File: src/rtl/maze_port_arbiter.sv
// Round-robin arbiter sharing the maze tile memory read port between N_REQ requesters.
// One read is in flight at a time; out-of-range coordinates return the wall code with unchanged timing.
module maze_port_arbiter #(
    parameter int N_REQ   = 4,
    parameter int MAZE_W  = 28,
    parameter int MAZE_H  = 31,
    parameter int TILE_W  = 2,
    parameter int MEM_LAT = 1
) (
    input  logic                 clk,
    input  logic                 reset,
    input  logic [N_REQ-1:0]     req,
    input  logic [5*N_REQ-1:0]   req_x,
    input  logic [5*N_REQ-1:0]   req_y,
    output logic [N_REQ-1:0]     gnt,
    output logic [N_REQ-1:0]     rsp_valid,
    output logic [TILE_W-1:0]    rsp_data,
    output logic                 busy,
    output logic                 mem_en,
    output logic [4:0]           mem_x,
    output logic [4:0]           mem_y,
    input  logic [TILE_W-1:0]    mem_rdata
);

    localparam int PTR_W = $clog2(N_REQ);
    localparam int CNT_W = $clog2(MEM_LAT + 1);

    typedef enum logic [1:0] {IDLE, ISSUE, WAIT, RESP} state_t;

    state_t             state_q, state_d;
    logic [PTR_W-1:0]   ptr_q, ptr_d;
    logic [PTR_W-1:0]   win_q, win_d;
    logic [CNT_W-1:0]   cnt_q, cnt_d;
    logic               oor_q, oor_d;
    logic [N_REQ-1:0]   gnt_q, gnt_d;
    logic [N_REQ-1:0]   rsp_valid_q, rsp_valid_d;
    logic [TILE_W-1:0]  rsp_data_q, rsp_data_d;
    logic               busy_q, busy_d;
    logic               mem_en_q, mem_en_d;
    logic [4:0]         mem_x_q, mem_x_d;
    logic [4:0]         mem_y_q, mem_y_d;

    logic [4:0]         x_arr [N_REQ];
    logic [4:0]         y_arr [N_REQ];
    logic               found;
    logic [PTR_W-1:0]   pick;
    logic [PTR_W-1:0]   lane;
    logic               pick_ok;
    int                 idx;

    always_comb begin
        for (int i = 0; i < N_REQ; i++) begin
            x_arr[i] = req_x[5*i +: 5];
            y_arr[i] = req_y[5*i +: 5];
        end
    end

    // First requesting lane at or after ptr, wrapping modulo N_REQ.
    always_comb begin
        found = 1'b0;
        pick  = '0;
        lane  = '0;
        idx   = 0;
        for (int k = 0; k < N_REQ; k++) begin
            idx = int'(ptr_q) + k;
            if (idx >= N_REQ) idx = idx - N_REQ;
            lane = PTR_W'(idx);
            if (!found && req[lane]) begin
                found = 1'b1;
                pick  = lane;
            end
        end
        pick_ok = ({1'b0, x_arr[pick]} < 6'(MAZE_W)) && ({1'b0, y_arr[pick]} < 6'(MAZE_H));
    end

    always_comb begin
        state_d     = state_q;
        ptr_d       = ptr_q;
        win_d       = win_q;
        cnt_d       = cnt_q;
        oor_d       = oor_q;
        gnt_d       = '0;
        rsp_valid_d = '0;
        rsp_data_d  = rsp_data_q;
        mem_en_d    = 1'b0;
        mem_x_d     = mem_x_q;
        mem_y_d     = mem_y_q;

        case (state_q)
            IDLE: begin
                if (found) begin
                    state_d  = ISSUE;
                    win_d    = pick;
                    mem_x_d  = x_arr[pick];
                    mem_y_d  = y_arr[pick];
                    oor_d    = !pick_ok;
                    mem_en_d = pick_ok;
                    gnt_d    = N_REQ'(1) << pick;
                end
            end
            ISSUE: begin
                state_d = WAIT;
                cnt_d   = CNT_W'(1);
            end
            WAIT: begin
                if (cnt_q == CNT_W'(MEM_LAT)) begin
                    // Out-of-range reads take the same path so the response timing never changes.
                    rsp_data_d  = oor_q ? '1 : mem_rdata;
                    rsp_valid_d = N_REQ'(1) << win_q;
                    state_d     = RESP;
                end else begin
                    cnt_d = cnt_q + CNT_W'(1);
                end
            end
            RESP: begin
                state_d = IDLE;
                ptr_d   = (win_q == PTR_W'(N_REQ - 1)) ? '0 : win_q + PTR_W'(1);
            end
            default: state_d = IDLE;
        endcase

        busy_d = (state_d != IDLE);
    end

    // NOTE: state updates use non-blocking assignments so every register samples pre-edge values.
    always_ff @(posedge clk) begin
        if (reset) begin
            state_q     <= IDLE;
            ptr_q       <= '0;
            win_q       <= '0;
            cnt_q       <= '0;
            oor_q       <= 1'b0;
            gnt_q       <= '0;
            rsp_valid_q <= '0;
            rsp_data_q  <= '0;
            busy_q      <= 1'b0;
            mem_en_q    <= 1'b0;
            mem_x_q     <= '0;
            mem_y_q     <= '0;
        end else begin
            state_q     <= state_d;
            ptr_q       <= ptr_d;
            win_q       <= win_d;
            cnt_q       <= cnt_d;
            oor_q       <= oor_d;
            gnt_q       <= gnt_d;
            rsp_valid_q <= rsp_valid_d;
            rsp_data_q  <= rsp_data_d;
            busy_q      <= busy_d;
            mem_en_q    <= mem_en_d;
            mem_x_q     <= mem_x_d;
            mem_y_q     <= mem_y_d;
        end
    end

    assign gnt       = gnt_q;
    assign rsp_valid = rsp_valid_q;
    assign rsp_data  = rsp_data_q;
    assign busy      = busy_q;
    assign mem_en    = mem_en_q;
    assign mem_x     = mem_x_q;
    assign mem_y     = mem_y_q;

endmodule
File: config.mk
export PLATFORM = sky130hd
export DESIGN_NAME = maze_port_arbiter
export DESIGN_NICKNAME = d
export VERILOG_FILES = /design/src/rtl/maze_port_arbiter.sv
export SDC_FILE = /design/constraint.sdc
export NUM_CORES = 1
export LEC_CHECK = 0
export ABC_CLOCK_PERIOD_IN_PS = 4700
export BUFFER_PORTS_ARGS = -buffer_cell sky130_fd_sc_hd__buf_2
export CAP_MARGIN = 5
export CORE_MARGIN = 2
export CORE_UTILIZATION = 50
export CTS_CLUSTER_SIZE = 30
export DETAILED_ROUTE_END_ITERATION = 8
export GPL_TIMING_DRIVEN = 0
export PLACE_DENSITY = 0.93
export SLEW_MARGIN = 5
export SYNTH_ARGS = -nofsm -noshare
export SYNTH_HDL_FRONTEND = slang
export SYNTH_SLANG_ARGS = --single-unit
File: constraint.sdc
create_clock -name clk -period 4.7 [get_ports clk]
set_clock_uncertainty 0.2 [all_clocks]
set_input_delay 0.705 -clock clk [delete_from_list [all_inputs] [get_ports clk]]
set_output_delay 0.705 -clock clk [all_outputs]
set_load 0.01 [all_outputs]
After elaboration in Yosys (flattened, before gate mapping):

Cells that the tools add are included.

* logic and storage cells: 91
* output and inout bits: 22
* register bits: 30
* input bits: 48

* reduce and logical (&&, ||, !) cells: 15
* magnitude comparators: 11
* equality and inequality tests: 4
* add/subtract/negate cells: 9
* bitwise operators: 5
* shift-type cells: 2
* muxes and demuxes: 33

Operators with widths (count)
* 2-to-1 mux 2 bit: 12
* binary-select mux 5 bit (select 2 bit): 2
* 2-to-1 mux 5 bit: 4
* greater-or-equal comparator 3 bit, second input constant: 4
* less-than comparator 2 x 3 -> 1 bit, second input constant: 4
* less-than comparator 5 bit, second input constant: 2
* 2-to-1 mux 1 bit: 9
* binary-select mux 1 bit (select 2 bit): 4
* case mux 2 bit (4 select lines): 1
* left shift 1 x 2 -> 4 bit, first input constant: 2
* subtractor 2 x 1 -> 2 bit, second input constant: 4
* adder 2 x 2 -> 3 bit, second input constant: 2
* equality test 2 bit, second input constant: 3
* OR reduction 3 bit: 2
* logical AND 1 bit: 4
* logical NOT 1 bit: 4
* NOT 1 bit: 4
* AND reduction 2 bit: 2
* nonzero test 2 bit: 2
* adder 2 x 1 -> 3 bit, second input constant: 1
* greater-or-equal comparator 2 x 3 -> 1 bit, second input constant: 1
* NOT 2 -> 3 bit: 1
* adder 2 x 1 -> 2 bit, second input constant: 1
* equality test 2 x 1 -> 1 bit, second input constant: 1
* 3 further kinds: 3

Logic depth before layout (Yosys ltp):

* word-level depth: 21
* gate-level depth with buffers: 11
* depth with buffers taken out: 8

Worst setup path after synthesis:

No wires, ideal clock.

* path type: input-to-reg
* from: input port req[2]
* to: register mem_en_q, in the netlist mem_en
* path slack: 1918 ps
* setup time: 134 ps
* path buffers: 1
* stages on the path: 8
* arrival time: 2448 ps
* path through: nor2b_1 -> o31ai_1 -> nor2b_1 -> clkbuf_2 -> mux2_2 -> or4_4 -> nor2_2 -> nor4_1

* word-level cells in the longest chain between the ends: 18
* elaborated cells between the ends (all ways): 34

RTL lines
* start, declared: RTL line 12 `input logic [N_REQ-1:0] req,`
* binary-select mux 1 bit (select 2 bit): RTL line 68 `if (!found && req[lane]) begin`
* 2-to-1 mux 1 bit (implied by the code): RTL line 68
* 2-to-1 mux 1 bit: RTL line 68
* logical NOT 1 bit: RTL line 68
* logical AND 1 bit: RTL line 68
* 2-to-1 mux 1 bit: RTL line 68
* logical NOT 1 bit: RTL line 68
* logical AND 1 bit: RTL line 68
* 2-to-1 mux 1 bit: RTL line 68
* logical NOT 1 bit: RTL line 68
* logical AND 1 bit: RTL line 68
* 2-to-1 mux 2 bit: RTL line 68
* NOT 2 -> 3 bit (implied by the code): RTL line 73 `pick_ok = ({1'b0, x_arr[pick]} < 6'(MAZE_W)) && ({1'b0, y_arr[pick]} < 6'(MAZE_H));`
* binary-select mux 5 bit (select 2 bit): RTL line 73
* 2-to-1 mux 5 bit (implied by the code) (2 in series): RTL line 73
* less-than comparator 5 bit: RTL line 73
* logical AND 1 bit: RTL line 73
* end signal, assigned: RTL line 150 `mem_en_q <= mem_en_d;`
* end, declared: RTL line 39 `logic mem_en_q, mem_en_d;`

Parallel ways exist; a longest one is shown, timed or not. The select of a mux whose other input is x is not followed.
A chain may end at the register's enable or synchronous reset.

Worst setup path after layout:

* from: input port req[2]
* to: register oor_q

* word-level cells in the longest chain between the ends: 19
* elaborated cells between the ends (all ways): 34

RTL lines
* binary-select mux 1 bit (select 2 bit): RTL line 68
* 2-to-1 mux 1 bit (implied by the code): RTL line 68
* 2-to-1 mux 1 bit: RTL line 68
* logical NOT 1 bit: RTL line 68
* logical AND 1 bit: RTL line 68
* 2-to-1 mux 1 bit: RTL line 68
* logical NOT 1 bit: RTL line 68
* logical AND 1 bit: RTL line 68
* [2 not listed]
* logical AND 1 bit: RTL line 68
* 2-to-1 mux 2 bit: RTL line 68
* NOT 2 -> 3 bit (implied by the code): RTL line 73
* binary-select mux 5 bit (select 2 bit): RTL line 73
* 2-to-1 mux 5 bit (implied by the code) (2 in series): RTL line 73
* less-than comparator 5 bit: RTL line 73
* logical AND 1 bit: RTL line 73
* logical NOT 1 bit: RTL line 96 `oor_d = !pick_ok;`
* end signal, assigned: RTL line 145 `oor_q <= oor_d;`
* end, declared: RTL line 34 `logic oor_q, oor_d;`

Parallel ways exist; a longest one is shown, timed or not. The select of a mux whose other input is x is not followed.

==> results.sh <==
export IMPL_io_pins=70
export IMPL_end_kind="register"
export IMPL_synth_edf_count=0
export IMPL_nFillCells=250
export IMPL_grt_max_degree=11
export IMPL_synth_cell_types=38
export IMPL_grt_busiest_layer="met2"
export IMPL_portBuffers=68
export IMPL_cts_tree="yes"
export IMPL_irDropWorstVdd_uv=200.3
export IMPL_avgSynthCellArea_um2=8.868
export IMPL_die_area_mm2=0.003508
export IMPL_clock_path_buffers=2
export IMPL_status="finished clean"
export IMPL_worstSkewPairLatency_ns=0.33
export IMPL_start_util=0.5122
export IMPL_grtUsageMet3=0.05459
export IMPL_numCtsBuffers=5
export IMPL_routabilityCongestion=0.7699
export IMPL_area_delta_synth_final_pct=28.96
export IMPL_cts_reportedPaths_clkPinSlew_ns=0.09
export IMPL_antenna_found_initial=0
export IMPL_wirelength_um=3672
export IMPL_clock_sinks=30
export IMPL_synthArstFlopShare=0
export IMPL_fin_crit_sh=0.5969
export IMPL_max_slew_margin_rel=0.5884
export IMPL_cp_slowest_cell="or4_4"
export IMPL_p_per_area_mw_per_mm2=296.0
export IMPL_via_per_inst=5.313
export IMPL_post_cts_resized=0
export IMPL_diodes=0
export IMPL_layout_commonest_cell="buf_2"
export IMPL_cp_common_cell="nor2b_1"
export IMPL_synthFlopType="dfxtp_1"
export IMPL_die_y_um=59.23
export IMPL_first_pass_iters=4
export IMPL_grt_pass1_wl_um=5954
export IMPL_ys_seq_elements=30
export IMPL_drtIter0Drc=37
export IMPL_finalHoldViolCount=0
export IMPL_htreeDepth=2
export IMPL_die_x_um=59.23
export IMPL_finalSetupTns_ns=0
export IMPL_wl_per_cell_um=13.07
export IMPL_critPathRequiredTime_ns=4.78
export IMPL_period_needed_ns=2.805
export IMPL_drv_cap=0
export IMPL_rsz0062_at_grt="no"
export IMPL_grt_pass1_vias=1424
export IMPL_grt_overflow_total=0
export IMPL_final_cells=281
export IMPL_setup_violations=0
export IMPL_yosysSeqAreaShare=0.3938
export IMPL_fmax_mhz=356.4
export IMPL_drc=0
export IMPL_hold_class="register to register"
export IMPL_clockRootBuffer="clkbuf_4"
export IMPL_place_hpwl_um=2875
export IMPL_worst_path_buf_inv=2
export IMPL_fin_nets=300
export IMPL_postRouteAntennaNets=0
export IMPL_grt_use_met1=0.2538
export IMPL_final_core_util=0.6605
export IMPL_path_max_fanout=10
export IMPL_hold_ws_ns=0.2790
export IMPL_dpl_cell_count=273
export IMPL_ys_warn_count=0
export IMPL_post_cts_setup_buffer_count=0
export IMPL_syn_nets=225
export IMPL_drv_slew=0
export IMPL_p_leak_uw=0.0009210
export IMPL_layout_common_cells="70 x buf_2, 30 x dfxtp_1, 26 x nor2_1"
export IMPL_ctsHoldBuffers=0
export IMPL_met2_usage=0.4003
export IMPL_cp_top_family="simple AND/OR/NAND/NOR gates"
export IMPL_max_stage_delay_ns=0.54
export IMPL_tightestPinTransition_ns=0.6018
export IMPL_critical_path_class="primary input to register"
export IMPL_syn_cell_area_mm2=0.001525
export IMPL_vias=1493
export IMPL_grt_usage=0.2251
export IMPL_cp_start_kind="primary input"
export IMPL_netlist_instances=172
export IMPL_path_cells="buf_2, nor2b_1, o31ai_1, nor2b_1, clkbuf_2, mux2_2, or4_4, nor2_2, o31a_1"
export IMPL_cp_arrival_ns=2.88
export IMPL_drive_above_1_share=0.3669
export IMPL_finalWorstSetupSlack_ns=1.895
export IMPL_rows=20
export IMPL_place_ws_ns=1.550
export IMPL_core_mm2=0.002978
cell usage after synthesis, types with 2 or more instances:
master	n	share of area
dfxtp_1	30	0.39
nor2_1	26	0.064
mux2i_1	17	0.11
a21oi_1	15	0.049
nand2_1	14	0.034
mux2_2	6	0.044
a211oi_1	5	0.025
clkbuf_1	5	0.012
ha_1	5	0.041
nor2b_1	5	0.021
nor3_1	4	0.013
inv_1	3	0.0074
nor4_1	3	0.012
o21ai_0	3	0.0098
and2b_1	2	0.0098
buf_2	2	0.0066
nand2b_1	2	0.0082
nand3_1	2	0.0066
nor4b_1	2	0.011
o21a_1	2	0.0098
or2_2	2	0.0082
stage by stage:
stage	power [uW]	instance area, um2
after floorplan	377.8	1525
after global placement	424.8	1907
after detailed placement	430.5	1907
after CTS	586.2	1967
after global routing	614.1	1967
final	582.3	1967
sequential cells by signal, summed over array words and instances, names as in the netlist:
name	cells
mem_en	1
cnt_q	1
rsp_data	2
busy	1
ptr_q	2
oor_q	1
rsp_valid	4
state_q	2
mem_x	5
mem_y	5
gnt	4
win_q	2
layer usage:
metal / part of all wire / up-vias
met5: 0 / -
met4: 0.027 / 0
met3: 0.053 / 13
met2: 0.51 / 45
met1: 0.41 / 687
li1: - / 748
worst paths after layout:
kind                            slack (ns)  depth (start not counted)  startpoint  endpoint
worst max-delay path                  1.89                          9      req[2]     oor_q
worst min-delay path                  0.28                          2    mem_x[2]  mem_x[2]
worst max register to register        2.03                          8    ptr_q[1]     oor_q
worst min register to register        0.28                          2    mem_x[2]  mem_x[2]
logic make-up after synthesis:
group	after synthesis	synth area share
fa+ha+maj	5	0.04102
mux	24	0.1632
buf+inv	13	0.05004
compound gates	31	0.1263
flops	30	0.3938
simple gates	69	0.2256
power breakdown:
| group | switching, uW | total (uW) | internal, uW | leakage (uW) |
|---|---|---|---|---|
| logic | 72.8 | 140 | 67.0 | 0.000640 |
| registers | 12.6 | 285 | 273 | 0.000246 |
| clock network | 84.8 | 157 | 72.3 | 0.0000353 |
| total | 170 | 582 | 412 | 0.000921 |
final cells by class:
| cell class | instances | area [um2] | share of cell area |
|---|---|---|---|
| inverters | 3 | 11.26 | 0.005725 |
| repair buffers | 68 | 340.3 | 0.1730 |
| clock buffers | 7 | 55.05 | 0.02799 |
| multi-input cells | 129 | 848.3 | 0.4313 |
| flip-flops and latches | 30 | 600.6 | 0.3053 |
| well taps | 33 | 41.29 | 0.02099 |
| plain buffers | 10 | 65.06 | 0.03308 |
| clock inverters | 1 | 5.005 | 0.002545 |
worst min-delay path: cells and delay by family, from the launching register on:
family	cells	cell delay [ns]
and+or+nand+nor	1	0.06
AOI/OAI and AO/OA	1	0.05
DFF	1	0.33
Note: power is estimated with default switching activity, not from simulation.
